$ cat config.mk
export PLATFORM = sky130hd
export DESIGN_NAME = branch_hazard_ctrl
export DESIGN_NICKNAME = d
export VERILOG_FILES = /design/src/rtl/branch_hazard_pkg.sv /design/src/rtl/hazard_sb_cell.sv /design/src/rtl/branch_hazard_ctrl.sv
export SDC_FILE = /design/constraint.sdc
export NUM_CORES = 1
export LEC_CHECK = 0
export CAP_MARGIN = 20
export CELL_PAD_IN_SITES_DETAIL_PLACEMENT = 1
export CELL_PAD_IN_SITES_GLOBAL_PLACEMENT = 2
export CORE_MARGIN = 5
export CORE_UTILIZATION = 39
export DETAILED_ROUTE_END_ITERATION = 8
export PLACE_DENSITY_LB_ADDON = 0.1
export SYNTH_ARGS = -nofsm -noshare
export SYNTH_HDL_FRONTEND = slang
export SYNTH_SLANG_ARGS = --single-unit
$ cat constraint.sdc
create_clock -name clk -period 3.45 [get_ports clk]
set_input_delay 0.345 -clock clk [delete_from_list [all_inputs] [get_ports clk]]
set_output_delay 0.345 -clock clk [all_outputs]
set_load 0.05 [all_outputs]
$ cat src/rtl/branch_hazard_pkg.sv
// Package: branch_hazard_pkg
// Shared definitions for the ID-stage branch hazard controller and the
// operand forwarding logic that sits beside it.
//   CP0_MFC0      CP0 op code for mfc0 (writes rw with load-like latency)
//   LOAD_LAT_DEF  default cycles from issue until a load/mfc0 result is
//                 forwardable from the WR stage
//   fwd_sel_e     forwarding mux select encodings used by the forwarding unit
//   is_load_like  true for instructions whose result arrives late (load, mfc0)
package branch_hazard_pkg;

  localparam logic [2:0] CP0_MFC0     = 3'b001;
  localparam int         LOAD_LAT_DEF = 2;

  // Forwarding source encodings; priority in the forwarding unit is EX > MEM > WR,
  // which is why the scoreboard lets the youngest write win.
  typedef enum logic [1:0] {
    FWD_NONE = 2'b00,
    FWD_EX   = 2'b01,
    FWD_MEM  = 2'b10,
    FWD_WR   = 2'b11
  } fwd_sel_e;

  // Loads and mfc0 cannot be forwarded until they reach WR.
  function automatic logic is_load_like(input logic memtoreg, input logic [2:0] cp0op);
    return memtoreg | (cp0op == CP0_MFC0);
  endfunction

endpackage

$ cat src/rtl/hazard_sb_cell.sv
// Module: hazard_sb_cell
// One scoreboard entry: counts the cycles remaining until the pending write to
// this register becomes forwardable.
// Ports:
//   clk       in  pipeline clock, rising edge
//   rst       in  asynchronous active-high reset
//   clear     in  flush all in-flight writes (highest priority after reset)
//   load      in  a new write to this register issues this cycle
//   load_val  in  count to load (LOAD_LAT for load/mfc0, 0 for ALU writes)
//   cnt       out current count, 0 = forwardable or nothing pending
module hazard_sb_cell #(
  parameter int CNT_W = 2
) (
  input  logic             clk,
  input  logic             rst,
  input  logic             clear,
  input  logic             load,
  input  logic [CNT_W-1:0] load_val,
  output logic [CNT_W-1:0] cnt
);

  // A newly issued write overrides any older pending count (youngest wins);
  // otherwise the count drains by one every cycle, stalled or not.
  always_ff @(posedge clk or posedge rst) begin
    if (rst) begin
      cnt <= '0;
    end else if (clear) begin
      cnt <= '0;
    end else if (load) begin
      cnt <= load_val;
    end else if (cnt != '0) begin
      cnt <= cnt - CNT_W'(1);
    end
  end

endmodule

$ cat src/rtl/branch_hazard_ctrl.sv
// Module: branch_hazard_ctrl
// Producer-side companion to ID-stage branch operand forwarding. Tracks
// in-flight results that forwarding cannot deliver yet (loads, mfc0) in a
// per-register scoreboard and stalls ID until its operands are forwardable.
// Optional feature macro: BRANCH_STALL_PERF_EN adds the stall_cycles counter.
// Ports:
//   clk, rst        clock (rising edge), asynchronous active-high reset
//   id_valid        ID holds a live instruction
//   id_is_branch    ID instruction compares operands in ID
//   id_rs, id_rt    source register indices; id_use_rs/id_use_rt qualify them
//   id_regWr, id_rw register write enable and destination
//   id_memtoreg     ID instruction is a load
//   id_cp0op        CP0 op, mfc0 behaves like a load
//   flush_id        kill the ID instruction this cycle
//   flush_all       kill all in-flight writes
//   stall           hold PC and IF/ID
//   id_ex_bubble    insert a NOP into ID/EX
//   stall_cycles    count of stalled cycles (BRANCH_STALL_PERF_EN only)
module branch_hazard_ctrl
  import branch_hazard_pkg::*;
#(
  parameter int NREG     = 32,
  parameter int LOAD_LAT = LOAD_LAT_DEF,
  parameter int CNT_W    = 2
`ifdef BRANCH_STALL_PERF_EN
  ,
  parameter int PERF_W   = 32
`endif
) (
  input  logic                    clk,
  input  logic                    rst,
  input  logic                    id_valid,
  input  logic                    id_is_branch,
  input  logic [$clog2(NREG)-1:0] id_rs,
  input  logic [$clog2(NREG)-1:0] id_rt,
  input  logic                    id_use_rs,
  input  logic                    id_use_rt,
  input  logic                    id_regWr,
  input  logic [$clog2(NREG)-1:0] id_rw,
  input  logic                    id_memtoreg,
  input  logic [2:0]              id_cp0op,
  input  logic                    flush_id,
  input  logic                    flush_all,
  output logic                    stall,
  output logic                    id_ex_bubble
`ifdef BRANCH_STALL_PERF_EN
  ,
  output logic [PERF_W-1:0]       stall_cycles
`endif
);

  localparam int IDX_W = $clog2(NREG);
  localparam logic [CNT_W-1:0] LAT_CNT = CNT_W'(LOAD_LAT);

  logic [CNT_W-1:0] cnt_q [NREG];
  logic [CNT_W-1:0] cnt_rs;
  logic [CNT_W-1:0] cnt_rt;
  logic [CNT_W-1:0] load_val;
  logic             hz_rs;
  logic             hz_rt;
  logic             issue;
  logic             issue_wr;
  logic             is_writer;
  logic             is_long;

  // Register 0 never holds a pending value.
  assign cnt_q[0] = '0;

  // Decode what the ID instruction will do to the scoreboard if it issues.
  always_comb begin
    is_long   = is_load_like(id_memtoreg, id_cp0op);
    is_writer = id_regWr | (id_cp0op == CP0_MFC0);
    load_val  = is_long ? LAT_CNT : '0;
    issue     = id_valid & ~stall & ~flush_id & ~flush_all;
    issue_wr  = issue & is_writer & (id_rw != '0);
  end

  for (genvar r = 1; r < NREG; r++) begin : g_sb
    hazard_sb_cell #(
      .CNT_W(CNT_W)
    ) u_cell (
      .clk     (clk),
      .rst     (rst),
      .clear   (flush_all),
      .load    (issue_wr && (id_rw == IDX_W'(r))),
      .load_val(load_val),
      .cnt     (cnt_q[r])
    );
  end

  // Branches compare in ID, so they must wait until the value reaches WR
  // (count 0). Other instructions only need to skip the single cycle where
  // EX forwarding cannot reach the load, i.e. when the load is still in EX.
  always_comb begin
    cnt_rs = cnt_q[id_rs];
    cnt_rt = cnt_q[id_rt];
    hz_rs  = id_use_rs && (id_rs != '0) &&
             (id_is_branch ? (cnt_rs != '0) : (cnt_rs == LAT_CNT));
    hz_rt  = id_use_rt && (id_rt != '0) &&
             (id_is_branch ? (cnt_rt != '0) : (cnt_rt == LAT_CNT));
    stall        = id_valid & (hz_rs | hz_rt) & ~flush_id & ~flush_all;
    id_ex_bubble = stall;
  end

`ifdef BRANCH_STALL_PERF_EN
  // Stall-cycle counter; cleared only by reset, wraps naturally.
  always_ff @(posedge clk or posedge rst) begin
    if (rst) begin
      stall_cycles <= '0;
    end else if (stall) begin
      stall_cycles <= stall_cycles + PERF_W'(1);
    end
  end
`endif

endmodule

==> impl_summary.log, run 1 <==
INFO  metric crit_path_max_incr_delay = 0.55 ns
INFO  metric post_dp_cell_area = 6000 um^2
INFO  metric clock_slew_at_the_register_clock_pins_of_the_worst_setup_and_hold_paths = 0.05 ns
INFO  metric maxCapViolCount = 0
INFO  metric fillerInstances = 1549
INFO  metric first_pass_grt_wire_length = 27000 um
INFO  metric timing.max_slew.rel_slack = 40.7%
INFO  metric std_cell_rows = 42
INFO  metric top_regs = g_sb.u_cell.cnt: 62 flops
INFO  metric core_area = 13300 um^2
INFO  metric async_flop_share = 100%
INFO  metric vdd_drop_max = 0.226 mV
INFO  metric post-route-cell-area = 6350 um^2
INFO  metric globalplace.congestion = 0.943
INFO  metric hold_crit_class = input port to flop
INFO  metric grt_pass1_vias = 4915
INFO  metric cts-htree-levels = 3
INFO  metric yosys_warnings = 0
INFO  metric library_cell_with_the_highest_instance_count_after_synthesis = sky130_fd_sc_hd__nor2_1
INFO  metric final-instance-count-excl-fill = 803
INFO  metric post-dp-hpwl = 12500 um
INFO  metric ios = 30
INFO  metric antennaDiodeCount = 0
INFO  metric vias = 4528
INFO  metric leakagePower = 0.00265 uW
INFO  metric mappedNetlistArea = 5360 um^2
INFO  metric post_cts_hold_buffer_count = 0
INFO  metric syn_inst = 586
INFO  metric criticalPathCategory = input port to output pin
INFO  metric postSynth.topFlopCell = sky130_fd_sc_hd__dfrtp_1
INFO  metric worst-slew-pin-transition = 0.889 ns
INFO  metric max_freq = 298 MHz
INFO  metric critical_path_peak_fanout = 8
INFO  metric p_sw_share = 38.9%
INFO  metric min_delay_path_depth = 6
INFO  metric worst_r2r_path_depth = 8
INFO  metric post_cts.repair.setup_buffers = 0
INFO  metric clk-insertion-delay-late = 0.35 ns
INFO  metric critical-path-top-delay-family = buffers and inverters
INFO  metric grt_usage = 21.6%
INFO  metric route.detailed.drc = 0
INFO  metric reg2reg_from = g_sb[13].u_cell.cnt[0]
INFO  metric flip_flop_and_latch_count_after_synthesis = 62
INFO  metric worst_ep_required_time = 3.11 ns
INFO  metric finalWirelength = 16700 um
INFO  metric number_of_cells_after_detailed_placement = 786
INFO  metric largest_register_ffs = 62
INFO  metric timing_hold_violations_final = 0
INFO  metric crit_path_cell_trace = clkdlybuf4s50_1, buf_4, mux2i_1, mux4_2, and3_1, or4_1, o211ai_2, and2_4, nor2b_2, buf_4
INFO  metric combPwrFrac = 45.8%
INFO  metric status = complete, no violations
INFO  metric end_kind = output pin
INFO  metric globalRoute.totalOverflow = 0
INFO  metric firstDrtPassIters = 4
INFO  metric finalSetupViolCount = 0
INFO  metric pin_count_of_the_biggest_net_entering_global_routing = 64
INFO  metric initial_antenna_violation_count = 0
INFO  metric share_of_post_route_cells_with_drive_strength_above_1 = 22.0%
INFO  metric critPathMostFrequentCell = sky130_fd_sc_hd__buf_4
INFO  metric hold_path.startpoint = flush_all
INFO  metric holdPathEnd = g_sb[28].u_cell.cnt[1]
INFO  metric final_nets = 681
INFO  metric routedWlPerCell = 20.8 um
INFO  metric worst_hold_slack = 0.581 ns
INFO  metric wp_data_arrival = 3.01 ns
INFO  metric cts_root_buffer = sky130_fd_sc_hd__clkbuf_16
INFO  metric power_frac_seq = 30.2%
INFO  metric final_max_slew_viol_count = 0
INFO  metric post_synth_most_frequent_cells = sky130_fd_sc_hd__nor2_1, sky130_fd_sc_hd__inv_1, sky130_fd_sc_hd__dfrtp_1
INFO  metric multiInputGateArea = 3370 um^2
INFO  metric drt-initial-drc-count = 248
INFO  metric synth.area.top_cells = sky130_fd_sc_hd__dfrtp_1, sky130_fd_sc_hd__ha_1, sky130_fd_sc_hd__mux4_2, sky130_fd_sc_hd__mux2_2, sky130_fd_sc_hd__xor2_1
INFO  metric number_of_nets_in_the_synthesized_netlist = 645
INFO  metric chip_width = 127 um
INFO  metric synth-edff-count = 0
INFO  metric rsz_0062_raised_after_global_routing = false
INFO  metric fp.dieH = 127 um
INFO  metric numCtsBuffers = 9
INFO  metric layout-area-overhead-vs-synth = 18.4%
INFO  metric mean_area_per_synthesized_cell = 9.15 um^2
INFO  metric ys_types = 51
INFO  metric dr_vias_cell = 5.64
INFO  metric ctsLongestPathBuffers = 2
INFO  metric cp-start-kind = input port
INFO  metric clkSinkCount = 62
INFO  metric die_area = 16200 um^2
INFO  metric post-synth-top-area-cell = sky130_fd_sc_hd__dfrtp_1
INFO  metric synth-seq-area-share = 28.9%
INFO  metric worstReg2RegEnd = g_sb[29].u_cell.cnt[1]
INFO  metric power_report.internal_total = 2520 uW
INFO  metric path_depth = 10
INFO  metric power.density_cell_area = 651 nW/um^2
INFO  metric reg2reg_slack = 0.62 ns
INFO  metric tritoncts = done
INFO  metric skew_final = 0.00825 ns
INFO  metric initial_utilization = 40.2%
INFO  metric io_buffer_count = 29
INFO  metric critPathBufInv = 3
INFO  metric p_sw = 1610 uW
INFO  metric timing.final.crit_share = 97.2%
INFO  metric area.sequential = 1550 um^2
INFO  metric power.share.clock = 24.0%
INFO  metric synth_largest_type_area_fraction = 28.9%
INFO  metric final_antenna_net_count = 0
INFO  metric cp_slowest_cell = sky130_fd_sc_hd__clkdlybuf4s50_1
INFO  metric period_minus_slack = 3.35 ns
INFO  metric largest_register = g_sb.u_cell.cnt
==> power by group through the flow <==
stage / Clock [uW] / Sequential, uW / Combinational [uW]
2_1_floorplan: 0 / 1130 / 1470
3_3_place_gp: 0 / 1240 / 1770
3_5_place_dp: 0 / 1250 / 1890
4_1_cts: 1010 / 1240 / 1910
5_1_grt: 1040 / 1280 / 2120
6_report: 992 / 1250 / 1890
==> per-layer routing <==
| metal | global-route usage, % | up-vias | part of all wire (%) |
|---|---|---|---|
| met4 | 7.89 | 0 | 2.0 |
| met3 | 2.88 | 19 | 3.4 |
| met1 | 29.4 | 2275 | 48 |
| met2 | 35.0 | 71 | 47 |
| met5 | 0 | - | 0 |
| li1 | - | 2163 | - |
==> layout by cell type, fill, tap and decap left out, types with 2 or more instances in the layout <==
cell and n:
sky130_fd_sc_hd__mux2_2 32, sky130_fd_sc_hd__clkdlybuf4s50_1 24, sky130_fd_sc_hd__dlymetal6s2s_1 2, sky130_fd_sc_hd__nor2b_1 7, sky130_fd_sc_hd__o211ai_1 6, sky130_fd_sc_hd__clkbuf_1 2, sky130_fd_sc_hd__clkbuf_16 9, sky130_fd_sc_hd__nor2_1 69
sky130_fd_sc_hd__nand2b_1 7, sky130_fd_sc_hd__bufinv_16 2, sky130_fd_sc_hd__inv_1 65, sky130_fd_sc_hd__mux4_2 17, sky130_fd_sc_hd__clkinv_2 2, sky130_fd_sc_hd__or4_1 2, sky130_fd_sc_hd__mux2i_1 19, sky130_fd_sc_hd__nor4_1 18
sky130_fd_sc_hd__nor3b_1 4, sky130_fd_sc_hd__buf_12 7, sky130_fd_sc_hd__and3_4 2, sky130_fd_sc_hd__a21oi_1 36, sky130_fd_sc_hd__nor3_1 17, sky130_fd_sc_hd__nand3_1 33, sky130_fd_sc_hd__o21ai_0 2, sky130_fd_sc_hd__a211oi_2 21
sky130_fd_sc_hd__or3b_2 2, sky130_fd_sc_hd__ha_1 31, sky130_fd_sc_hd__a22oi_1 4, sky130_fd_sc_hd__buf_4 29, sky130_fd_sc_hd__a311oi_1 2, sky130_fd_sc_hd__mux2_1 3, sky130_fd_sc_hd__a211oi_1 7, sky130_fd_sc_hd__xor2_1 31
sky130_fd_sc_hd__and3_1 4, sky130_fd_sc_hd__mux2_4 3, sky130_fd_sc_hd__or3_1 5, sky130_fd_sc_hd__nand2_1 13, sky130_fd_sc_hd__dfrtp_1 62
==> layout make-up <==
cell class,instances,area share (%)
multi-input cells,419,53.1
well taps,176,3.47
inverters,66,3.90
clock inverters,4,1.10
repair buffers,64,10.1
flip-flops and latches,62,24.4
clock buffers,12,3.88
==> kinds of logic (layout without fill, tap and decap cells) <==
group                    after synthesis  count (layout)  synth area share [%]
AND/OR/NAND/NOR                      191             191                  17.8
adder cells (fa/ha/maj)               31              31                  7.23
multiplexers                          74              74                  18.9
flip-flops                            62              62                  28.9
buffers and inverters                105             146                  8.61
AO/OA/AOI/OAI                         92              92                  13.5
XOR/XNOR                              31              31                  5.06
==> per-stage QoR <==
step | total power, uW | setup slack (ns) | setup TNS (ns) | utilization, %
floorplan | 2600 | 0.167 | 0 | -
global placement | 3020 | -0.0225 | -0.0325 | 45.0
detailed placement | 3140 | -0.0724 | -0.348 | 45.0
CTS | 4160 | 0.00788 | 0 | 47.4
global route | 4450 | 0.00138 | 0 | 47.6
finish | 4130 | 0.0955 | 0 | 47.6
==> tightest hold or removal path: stages <==
cell                      delay, ns
sky130_fd_sc_hd__buf_2         0.09
sky130_fd_sc_hd__nor3b_1       0.06
sky130_fd_sc_hd__o21ai_2       0.09
sky130_fd_sc_hd__nor3_1        0.07
sky130_fd_sc_hd__nand3_1       0.08
sky130_fd_sc_hd__mux2_2        0.15
==> what timing repair did <==
action	4_1_cts	5_1_grt
resized for setup	1	5
gates cloned	0	0
endpoints found under the setup margin	2	2
hold endpoints to repair	0	0
==> how the worst max path moves through the flow <==
stage,endpoint,from
finish,stall,id_rt[1]
global route,id_ex_bubble,id_rt[1]
CTS,stall,id_rs[0]
detailed placement,g_sb[29].u_cell.cnt[1],id_rt[0]
global placement,g_sb[29].u_cell.cnt[1],id_rt[0]
floorplan,stall,id_rt[0]
No activity file was read; power rests on OpenSTA's default activity.
==> run 2, diff against run 1 <==
--- a/config.mk
+++ b/config.mk
@@ -9,7 +9,8 @@
 export CELL_PAD_IN_SITES_DETAIL_PLACEMENT = 1
 export CELL_PAD_IN_SITES_GLOBAL_PLACEMENT = 2
 export CORE_MARGIN = 5
-export CORE_UTILIZATION = 39
+export CORE_UTILIZATION = 42
+export CTS_CLUSTER_SIZE = 40
 export DETAILED_ROUTE_END_ITERATION = 8
 export PLACE_DENSITY_LB_ADDON = 0.1
 export SYNTH_ARGS = -nofsm -noshare
==> constraint.sdc (replaced) <==
create_clock -name clk -period 4.3 [get_ports clk]
set_input_delay 0.43 -clock clk [delete_from_list [all_inputs] [get_ports clk]]
set_output_delay 0.43 -clock clk [all_outputs]
set_load 0.05 [all_outputs]
==> run 2 against run 1 <==
Net effect:
- clock power down 27%
- flip-flop and latch count is the same
- sequential power shrank 20%
- die area shrank 6.6%
- via count decreased by 0.15%
- critical endpoint unchanged
- final area is 4.8% lower
- critical path type unchanged
- sequential share of layout area is 1.2 points higher
- critical path depth is the same
==> impl_summary.log, run 2 (synthesis results as in run 1) <==
INFO  metric firstDrtPassIters = 4 (unchanged)
INFO  metric antennaDiodeCount = 0 (unchanged)
INFO  metric maxCapViolCount = 0 (unchanged)
INFO  metric final_common_cell = sky130_fd_sc_hd__nor2_1
INFO  metric final_antenna_net_count = 0 (unchanged)
INFO  metric first_pass_grt_wire_length = 27100 um (+0.36%)
INFO  metric final-instance-count-excl-fill = 778 (-3.1%)
INFO  metric cts-htree-levels = 3 (unchanged)
INFO  metric cts_repair_resized_insts = 0 (-1)
INFO  metric tritoncts = done
INFO  metric leakagePower = 0.00247 uW (-6.8%)
INFO  metric post-dp-hpwl = 12300 um (-1.2%)
INFO  metric timing.max_slew.rel_slack = 41.8% (+1.0 points)
INFO  metric worst_hold_slack = 0.651 ns (+0.0700 ns)
INFO  metric numCtsBuffers = 9 (unchanged)
INFO  metric clkSinkCount = 62 (unchanged)
INFO  metric critical-path-top-delay-family = buffers and inverters
INFO  metric wp_data_arrival = 3.42 ns (+0.41 ns)
INFO  metric finalWirelength = 16900 um (+1.3%)
INFO  metric post_cts.repair.setup_buffers = 0 (unchanged)
INFO  metric vdd_drop_max = 0.245 mV (+8.4%)
INFO  metric vias = 4521 (-0.15%)
INFO  metric cp-start-kind = input port
INFO  metric share_of_post_route_cells_with_drive_strength_above_1 = 18.8% (-3.2 points)
INFO  metric initial_utilization = 42.7% (+2.5 points)
INFO  metric crit_path_max_incr_delay = 0.57 ns (+0.02 ns)
INFO  metric globalplace.congestion = 0.840 (-11%)
INFO  metric clock_slew_at_the_register_clock_pins_of_the_worst_setup_and_hold_paths = 0.05 ns (about the same)
INFO  metric fp.dieH = 123 um (-3.4%)
INFO  metric end_kind = output pin
INFO  metric critPathBufInv = 3 (unchanged)
INFO  metric post_cts_hold_buffer_count = 0 (unchanged)
INFO  metric drt-initial-drc-count = 283 (+14%)
INFO  metric hold_crit_class = input port to async pin
INFO  metric die_area = 15100 um^2 (-6.6%)
INFO  metric layout_common_cells = sky130_fd_sc_hd__nor2_1, sky130_fd_sc_hd__inv_1, sky130_fd_sc_hd__dfrtp_1, sky130_fd_sc_hd__a21oi_1, sky130_fd_sc_hd__nand3_1
INFO  metric max_freq = 260 MHz
INFO  metric crit_path_cell_trace = clkdlybuf4s50_1, buf_4, mux2i_1, a22oi_1, and3_1, o41a_1, a311o_1, and2_1, nor2b_1, buf_4
INFO  metric final_nets = 660 (-3.1%)
INFO  metric routedWlPerCell = 21.7 um (+4.6%)
INFO  metric std_cell_rows = 41 (-2.4%)
INFO  metric post_dp_cell_area = 5760 um^2 (-4.1%)
INFO  metric ctsLongestPathBuffers = 2 (unchanged)
INFO  metric route.detailed.drc = 0 (unchanged)
INFO  metric pin_count_of_the_biggest_net_entering_global_routing = 64 (unchanged)
INFO  metric top_regs = g_sb.u_cell.cnt: 62 flops
INFO  metric status = complete, no violations
INFO  metric largest_register_ffs = 62 (unchanged)
INFO  metric finalSetupViolCount = 0 (unchanged)
INFO  metric timing_hold_violations_final = 0 (unchanged)
INFO  metric skew_final = 0.00529 ns (-0.00296 ns)
INFO  metric rsz_0062_raised_after_global_routing = false
INFO  metric layout-area-overhead-vs-synth = 12.7%
INFO  metric critPathMostFrequentCell = sky130_fd_sc_hd__buf_4
INFO  metric globalRoute.totalOverflow = 0 (unchanged)
INFO  metric cp_slowest_cell = sky130_fd_sc_hd__clkdlybuf4s50_1
INFO  metric criticalPathCategory = input port to output pin
INFO  metric number_of_cells_after_detailed_placement = 762 (-3.1%)
INFO  metric ios = 30 (unchanged)
INFO  metric worst_ep_required_time = 3.87 ns (+0.76 ns)
INFO  metric chip_width = 123 um (-3.4%)
INFO  metric grt_usage = 23.9% (+2.3 points)
INFO  metric fin_total_pwr = 3190 uW (-23%)
INFO  metric post-route-cell-area = 6040 um^2 (-4.8%)
INFO  metric final_max_slew_viol_count = 0 (unchanged)
INFO  metric io_buffer_count = 29 (unchanged)
INFO  metric timing.final.crit_share = 89.4%
INFO  metric cts_root_buffer = sky130_fd_sc_hd__clkbuf_16
INFO  metric dr_vias_cell = 5.81 (+3.1%)
INFO  metric largest_register = g_sb.u_cell.cnt
INFO  metric critical_path_peak_fanout = 22 (+14)
INFO  metric grt_pass1_vias = 4866 (-1.0%)
INFO  metric worst-slew-pin-transition = 0.873 ns (-0.0156 ns)
INFO  metric power.density_cell_area = 527 nW/um^2 (-19%)
INFO  metric core_area = 12600 um^2 (-5.8%)
INFO  metric setup-tns-final = 0 ns (unchanged)
INFO  metric clk-insertion-delay-late = 0.35 ns (about the same)
INFO  metric initial_antenna_violation_count = 0 (unchanged)
INFO  metric period_minus_slack = 3.85 ns
run 2: cell types whose count changed in the layout (fill, tap and decap cells not counted), sizes merged:
cell           delta
buf              -21
bufinv            -2
clkbuf            +1
clkdlybuf4s50     +2
clkinvlp          +1
dlymetal6s2s      -2
run 2: final cells by class:
type	count	area [um^2]
multi-input cells	419	3360
repair buffers	43	385
clock inverters	3	17.5
clock buffers	13	270
inverters	66	248
well taps	172	215
fillers	1465	6530
flip-flops and latches	62	1550
run 2: worst min-delay path, cell delays in order:
cell	delay [ns]
sky130_fd_sc_hd__clkdlybuf4s50_1	0.41
sky130_fd_sc_hd__inv_2	0.05
sky130_fd_sc_hd__buf_4	0.64
run 2: per-layer routing:
metal	global-route usage [%]	share of wire [%]
met5	0	0
met4	7.34	1.2
met3	3.71	4.7
met2	39.1	48
met1	32.7	46
run 2: path summary, 6_finish.rpt:
| check | slack, ns | cells after the start | endpoint | startpoint |
|---|---|---|---|---|
| max | 0.45 | 10 | stall | id_rs[1] |
| min | 0.65 | 3 | g_sb[13].u_cell.cnt[0] | rst |
| max reg2reg | 0.88 | 8 | g_sb[29].u_cell.cnt[1] | g_sb[7].u_cell.cnt[0] |
| min reg2reg | 0.66 | 2 | g_sb[4].u_cell.cnt[0] | g_sb[4].u_cell.cnt[0] |
| max in group asynchronous | 3.06 | 3 | g_sb[1].u_cell.cnt[1] | rst |
| min in group clk | 0.66 | 2 | g_sb[4].u_cell.cnt[0] | g_sb[4].u_cell.cnt[0] |
run 2: power by group:
| group | total [uW] | internal, uW | switching [uW] |
|---|---|---|---|
| combinational | 1460 | 688 | 774 |
| clock | 720 | 436 | 284 |
| sequential | 1000 | 762 | 242 |
run 2: stage by stage:
step | util [%] | setup slack, ns
floorplan | - | 0.540
global placement | 45.8 | 0.453
detailed placement | 45.8 | 0.389
CTS | 48.1 | 0.452
global route | 48.1 | 0.289
finish | 48.1 | 0.455
==> run 3, diff against run 2 <==
--- a/config.mk
+++ b/config.mk
@@ -10,6 +10,7 @@
 export CELL_PAD_IN_SITES_GLOBAL_PLACEMENT = 2
 export CORE_MARGIN = 5
 export CORE_UTILIZATION = 42
+export CTS_CLUSTER_DIAMETER = 30
 export CTS_CLUSTER_SIZE = 40
 export DETAILED_ROUTE_END_ITERATION = 8
 export PLACE_DENSITY_LB_ADDON = 0.1
==> results of run 3 <==
No change in the layout: final DEF, timing and power equal those of run 2.
